==> src/rtl/rom_cache_pkg.sv <==
// Shared types and defaults for the ROM fetch cache and its storage array.
package rom_cache_pkg;

  localparam int DEFAULT_ADDR_W = 16;
  localparam int DEFAULT_DATA_W = 29;
  localparam int CNT_W          = 16;

  typedef enum logic [2:0] {
    IDLE,
    LOOKUP,
    MISS_REQ,
    MISS_WAIT,
    RESPOND
  } fetch_state_e;

  // Statistics counters stick at all-ones instead of wrapping.
  function automatic logic [CNT_W-1:0] satInc(input logic [CNT_W-1:0] value);
    return (&value) ? value : value + 1'b1;
  endfunction

endpackage

==> src/rtl/rom_cache_array.sv <==
// Tag and data storage for the fetch cache: one asynchronous read port, one synchronous write port.
module rom_cache_array
  import rom_cache_pkg::*;
#(
  parameter int LINES  = 16,
  parameter int IDX_W  = 4,
  parameter int TAG_W  = 12,
  parameter int DATA_W = DEFAULT_DATA_W
) (
  input  logic              clk,
  input  logic              wrEn_i,
  input  logic [IDX_W-1:0]  wrIdx_i,
  input  logic [TAG_W-1:0]  wrTag_i,
  input  logic [DATA_W-1:0] wrData_i,
  input  logic [IDX_W-1:0]  rdIdx_i,
  output logic [TAG_W-1:0]  rdTag_o,
  output logic [DATA_W-1:0] rdData_o
);

  logic [TAG_W-1:0]  tagMem  [LINES];
  logic [DATA_W-1:0] dataMem [LINES];

  // Contents are qualified by valid bits held in the parent, so no reset here.
  always_ff @(posedge clk) begin
    if (wrEn_i) begin
      tagMem[wrIdx_i]  <= wrTag_i;
      dataMem[wrIdx_i] <= wrData_i;
    end
  end

  assign rdTag_o  = tagMem[rdIdx_i];
  assign rdData_o = dataMem[rdIdx_i];

endmodule

==> src/rtl/rom_fetch_cache.sv <==
// Direct-mapped instruction fetch cache between the CPU fetch port and a slow flash controller.
// Valid bits live here so an invalidate can clear every line on a single edge.
module rom_fetch_cache
  import rom_cache_pkg::*;
#(
  parameter int LINES  = 16,
  parameter int ADDR_W = DEFAULT_ADDR_W,
  parameter int DATA_W = DEFAULT_DATA_W
) (
  input  logic              clk,
  input  logic              rst,
  input  logic              cpu_req,
  input  logic [ADDR_W-1:0] cpu_addr,
  output logic [DATA_W-1:0] cpu_data,
  output logic              cpu_valid,
  input  logic              invalidate,
  output logic [ADDR_W-1:0] flash_addr,
  output logic              flash_start,
  input  logic [DATA_W-1:0] flash_data,
  input  logic              flash_valid,
  input  logic              flash_busy,
  output logic [CNT_W-1:0]  hit_count,
  output logic [CNT_W-1:0]  miss_count
);

  localparam int IDX_W = $clog2(LINES);
  localparam int TAG_W = ADDR_W - IDX_W;

  if (LINES < 4 || LINES > 64 || (LINES & (LINES - 1)) != 0) begin : gLinesCheck
    $error("rom_fetch_cache: LINES must be a power of 2 in 4..64");
  end

  fetch_state_e      state_q, state_d;
  logic [ADDR_W-1:0] addr_q, addr_d;
  logic [LINES-1:0]  valid_q, valid_d;
  logic [DATA_W-1:0] cpuData_q, cpuData_d;
  logic              cpuValid_q, cpuValid_d;
  logic [CNT_W-1:0]  hitCnt_q, hitCnt_d;
  logic [CNT_W-1:0]  missCnt_q, missCnt_d;

  logic [IDX_W-1:0]  lineIdx;
  logic [TAG_W-1:0]  lineTag, rdTag;
  logic [DATA_W-1:0] rdData;
  logic              lineHit, accept, lookupHit, lookupMiss, startRead, fill;

  assign lineIdx = addr_q[IDX_W-1:0];
  assign lineTag = addr_q[ADDR_W-1:IDX_W];

  rom_cache_array #(
    .LINES (LINES),
    .IDX_W (IDX_W),
    .TAG_W (TAG_W),
    .DATA_W(DATA_W)
  ) uArray (
    .clk     (clk),
    .wrEn_i  (fill),
    .wrIdx_i (lineIdx),
    .wrTag_i (lineTag),
    .wrData_i(flash_data),
    .rdIdx_i (lineIdx),
    .rdTag_o (rdTag),
    .rdData_o(rdData)
  );

  always_ff @(posedge clk or posedge rst) begin
    if (rst) state_q <= IDLE;
    else     state_q <= state_d;
  end

  always_comb begin
    state_d = state_q;
    unique case (state_q)
      IDLE:      if (accept)      state_d = LOOKUP;
      LOOKUP:    state_d = lookupHit ? IDLE : MISS_REQ;
      MISS_REQ:  if (startRead)   state_d = MISS_WAIT;
      MISS_WAIT: if (fill)        state_d = RESPOND;
      RESPOND:   state_d = IDLE;
      default:   state_d = IDLE;
    endcase
  end

  // A request is not re-accepted while its own response is still on the bus.
  always_comb begin
    accept     = 1'b0;
    lookupHit  = 1'b0;
    lookupMiss = 1'b0;
    startRead  = 1'b0;
    fill       = 1'b0;
    lineHit    = valid_q[lineIdx] && (rdTag == lineTag);
    unique case (state_q)
      IDLE:      accept = cpu_req && !cpuValid_q;
      LOOKUP:    begin
        lookupHit  = lineHit;
        lookupMiss = !lineHit;
      end
      MISS_REQ:  startRead = !flash_busy;
      MISS_WAIT: fill = flash_valid;
      default:   ;
    endcase
  end

  // Invalidate has the last word, so a fill landing on the same edge stays invalid.
  always_comb begin
    addr_d     = accept ? cpu_addr : addr_q;
    cpuValid_d = lookupHit || fill;
    cpuData_d  = cpuData_q;
    if (lookupHit)  cpuData_d = rdData;
    else if (fill)  cpuData_d = flash_data;
    valid_d = valid_q;
    if (fill)       valid_d[lineIdx] = 1'b1;
    if (invalidate) valid_d = '0;
    hitCnt_d  = lookupHit  ? satInc(hitCnt_q)  : hitCnt_q;
    missCnt_d = lookupMiss ? satInc(missCnt_q) : missCnt_q;
  end

  always_ff @(posedge clk or posedge rst) begin
    if (rst) begin
      addr_q     <= '0;
      valid_q    <= '0;
      cpuData_q  <= '0;
      cpuValid_q <= 1'b0;
      hitCnt_q   <= '0;
      missCnt_q  <= '0;
    end else begin
      addr_q     <= addr_d;
      valid_q    <= valid_d;
      cpuData_q  <= cpuData_d;
      cpuValid_q <= cpuValid_d;
      hitCnt_q   <= hitCnt_d;
      missCnt_q  <= missCnt_d;
    end
  end

  assign cpu_data    = cpuData_q;
  assign cpu_valid   = cpuValid_q;
  assign flash_addr  = addr_q;
  assign flash_start = startRead;
  assign hit_count   = hitCnt_q;
  assign miss_count  = missCnt_q;

endmodule

==> config.mk <==
export PLATFORM = sky130hd
export DESIGN_NAME = rom_fetch_cache
export DESIGN_NICKNAME = d
export VERILOG_FILES = /design/src/rtl/rom_cache_pkg.sv /design/src/rtl/rom_cache_array.sv /design/src/rtl/rom_fetch_cache.sv
export SDC_FILE = /design/constraint.sdc
export NUM_CORES = 1
export LEC_CHECK = 0
export ABC_CLOCK_PERIOD_IN_PS = 6100
export CAP_MARGIN = 0
export CORE_ASPECT_RATIO = 0.7
export CORE_MARGIN = 2
export CORE_UTILIZATION = 45
export DETAILED_ROUTE_END_ITERATION = 12
export DONT_BUFFER_PORTS = 1
export PLACE_DENSITY = 0.6
export SKIP_CTS_REPAIR_TIMING = 1
export SLEW_MARGIN = 20
export SYNTH_ARGS = -nofsm -noshare
export SYNTH_HDL_FRONTEND = slang
export SYNTH_HIERARCHICAL = 1
export SYNTH_SLANG_ARGS = --single-unit
export TNS_END_PERCENT = 5
==> constraint.sdc <==
create_clock -name clk -period 6.1 [get_ports clk]
set_input_delay 0.915 -clock clk [delete_from_list [all_inputs] [get_ports clk]]
set_output_delay 0.915 -clock clk [all_outputs]
set_load 0.01 [all_outputs]
==> flow_summary.toml <==
[outcome]
status = "complete, no violations"

[grt]
antenna_found_initial = 0
grt_pass1_wl_mm = 97.8
grt_max_degree = 61
gr-usage-all-layers_pct = 20.1
grt_pass1_vias = 14600
busiest_layer = "met1"
gr-usage-met3_pct = 4.05
use_met2_pct = 29.8
overflow = 0
use_met1_pct = 31.0

[die]
die_w_um = 308
io_pins = 130
die_area_um2 = 66800
initial_core_util_pct = 45.8
core_um2 = 63600
die_y_um = 217
rows = 77

[critical_path]
path_max_fanout = 59
reg2reg_from = "flash_addr[0]"
worstSetupStartpoint = "flash_addr[0]"
path_class = "reg2reg"
end_kind = "flop"
critPathRequiredTime_ps = 6540
worstSetupStartpointType = "flop"
cp.arrival_ps = 4900

[sta]
max_freq_ghz = 0.224
drv_slew = 0
period_share_pct = 73.2
whs_ps = 371
fin_setup_tns_ps = 0
hold_viol = 0
setup_violations = 0
max_slew_margin_pct = 22.0
worst_slew_pin_slew_ps = 1170
finClkSkew_ps = 18.8
rsz0062_at_grt = "false"
period_minus_slack_ps = 4470

[placement]
dpl.hpwl_mm = 36.7
gp_congestion = 0.762
io_buffers = 0

[power]
power_density_nw_per_um2 = 444
p_int_mw = 10.3
p_leak_nw = 10.9
ir_drop_mv = 0.370
p_sw_share_pct = 29.2
comb_power_share_pct = 22.9
power_switching_mw = 4.25
p_seq_share_pct = 45.9
p_clk_share_pct = 31.2

[drt]
via_per_inst = 6.00
drtPass1Iterations = 5
finalWirelength_mm = 65.6
drt-initial-drc-count = 1394
ant_nets = 0
wl_per_cell_um = 27.7
drc = 0
vias = 14200

[clocking]
cts_sinks = 753
clockRootBuffer = "clkbuf_16"
clock_latency_ps = 610
cts_max_level = 3
cts_buffer_depth = 3
cts_made_buffers = 71
cts_tree = "done"
clkTransAtPathRegs_ps = 70

[logic_synthesis]
synth_fp_nets = 1492
syn_area_per_cell_um2 = 20.2
ys_ff_latch = 753
netlist.area_leader.share_pct = 67.6
synth.distinct_cells = 41
ys_warn_count = 6
syn_inst = 1439
seq_area_frac_synth_pct = 76.0
synth_area_leaders = "edfxtp_1, mux4_2, dfrtp_1, a22oi_1, mux2i_1"
yosys.area.top_type = "edfxtp_1"
syn_area_um2 = 29100

[cells_and_area]
area_growth_pct = 12.5
antennaDiodeCount = 0
nNetsFinal = 1536
drive_above_1_share_pct = 24.8

[min_path]
hold_class = "in2async"

[flow_run]
max-cap-violations = 0
-- stage by stage --
step | cells | instance area [um2] | power, mW | setup slack, ps | utilization (%)
after floorplan | 1439 | 29100 | 9.12 | 1010 | -
after global placement | 2239 | 30400 | 10.1 | 1650 | 47.8
after detailed placement | 2239 | 30400 | 10.2 | 1560 | 47.8
after CTS | 2371 | 32800 | 14.7 | 1520 | 51.5
after global routing | 2371 | 32800 | 15.2 | 1160 | 51.5
final | 2371 | 32800 | 14.6 | 1630 | 51.5
-- final cells by class --
| class | count | area (um2) |
|---|---|---|
| Fill cell | 5002 | 30800 |
| Clock buffer | 98 | 2040 |
| Inverter | 7 | 28.8 |
| Clock inverter | 34 | 359 |
| Tap cell | 829 | 1040 |
| Sequential cell | 753 | 22100 |
| Multi-Input combinational cell | 602 | 6790 |
| Timing Repair Buffer | 48 | 373 |
-- critical path: stages (launching register included) --
cell,delay (ps)
dfrtp_4,1060
buf_4,450
mux4_2,540
a22oi_1,220
nand2_1,110
xnor2_1,160
nand4_1,190
nor3_1,240
buf_4,200
nand3_4,650
nor2_1,320
a21oi_1,60
-- state kept, by name, summed over array words and instances, names as in the netlist --
register / count
cpu_data: 29
cpu_valid: 1
flash_addr: 16
hit_count: 16
miss_count: 16
state_q: 3
uArray/dataMem: 464
uArray/tagMem: 192
valid_q: 16
-- kinds of logic (layout without fill, tap and decap cells) --
kind of cell | Yosys count | after routing | share of synthesized area [%]
DFF | 753 | 753 | 76.0
buffers and inverters | 84 | 187 | 1.27
muxes | 221 | 221 | 14.8
xor gates and xnor gates | 41 | 41 | 1.26
AOI/OAI and AO/OA | 133 | 133 | 3.13
adders and majority gates | 2 | 2 | 0.0859
and+or+nand+nor | 205 | 205 | 3.53
-- layer usage --
metal  vias to the layer above  wire length, um
li1                       5977                -
met1                      7748            30500
met2                       426            29700
met3                        64             4430
met4                         0              930
met5                         -                0
-- placed cells by master, fill, tap and decap left out, types with 7 or more instances in the layout --
master	instances
edfxtp_1	656
mux4_2	165
dfrtp_1	95
a22oi_1	82
clkbuf_16	75
nand2_1	57
nor2_1	53
buf_4	47
a21oi_1	43
mux2i_1	35
xnor2_1	27
mux2_2	18
clkbuf_1	15
clkinv_2	14
nand3_1	13
xor2_1	13
nor2_4	13
nand4_1	12
nor4_2	8
clkbuf_8	8
bufinv_16	7
-- power groups by stage --
| stage | sequential (mW) | clock, mW | combinational, mW |
|---|---|---|---|
| after floorplan | 6.53 | 0 | 2.59 |
| after global placement | 6.80 | 0 | 3.35 |
| after detailed placement | 6.82 | 0 | 3.36 |
| after CTS | 6.71 | 4.64 | 3.37 |
| after global routing | 6.76 | 4.84 | 3.60 |
| final | 6.68 | 4.54 | 3.33 |
-- path summary, 6_finish.rpt --
check,end,slack (ps),depth (start not counted)
max in group asynchronous,flash_addr[1],4470,2
setup reg to reg,cpu_data[12],1630,11
min in group clk,valid_q[8],370,1
setup / recovery,cpu_data[12],1630,11
hold / removal,cpu_data[28],370,1
hold reg to reg,valid_q[6],500,2
-- Yosys cell counts --
cell	number
edfxtp_1	656
ha_1	2
mux2i_1	35
nand3_2	1
nor3b_1	3
nand2_1	57
nor4_2	7
mux2_1	3
and4_1	3
nor2b_1	4
clkbuf_1	37
nand3b_1	4
xor2_1	13
or2_1	1
xnor2_2	1
nor4_1	3
buf_4	10
and3_1	5
a22oi_1	82
mux4_2	165
a31oi_1	5
xnor2_1	27
and2_1	2
nor2_1	66
a32oi_4	1
nor4b_1	3
or3b_2	2
or4_4	1
nand4_1	12
buf_1	16
inv_1	7
mux2_2	18
a211oi_2	1
o22a_1	1
nor3_1	10
a21oi_1	43
nand2b_1	6
nand4b_1	1
dfrtp_1	97
nand3_1	14
buf_2	14
Note: power is estimated with default switching activity, not from simulation.
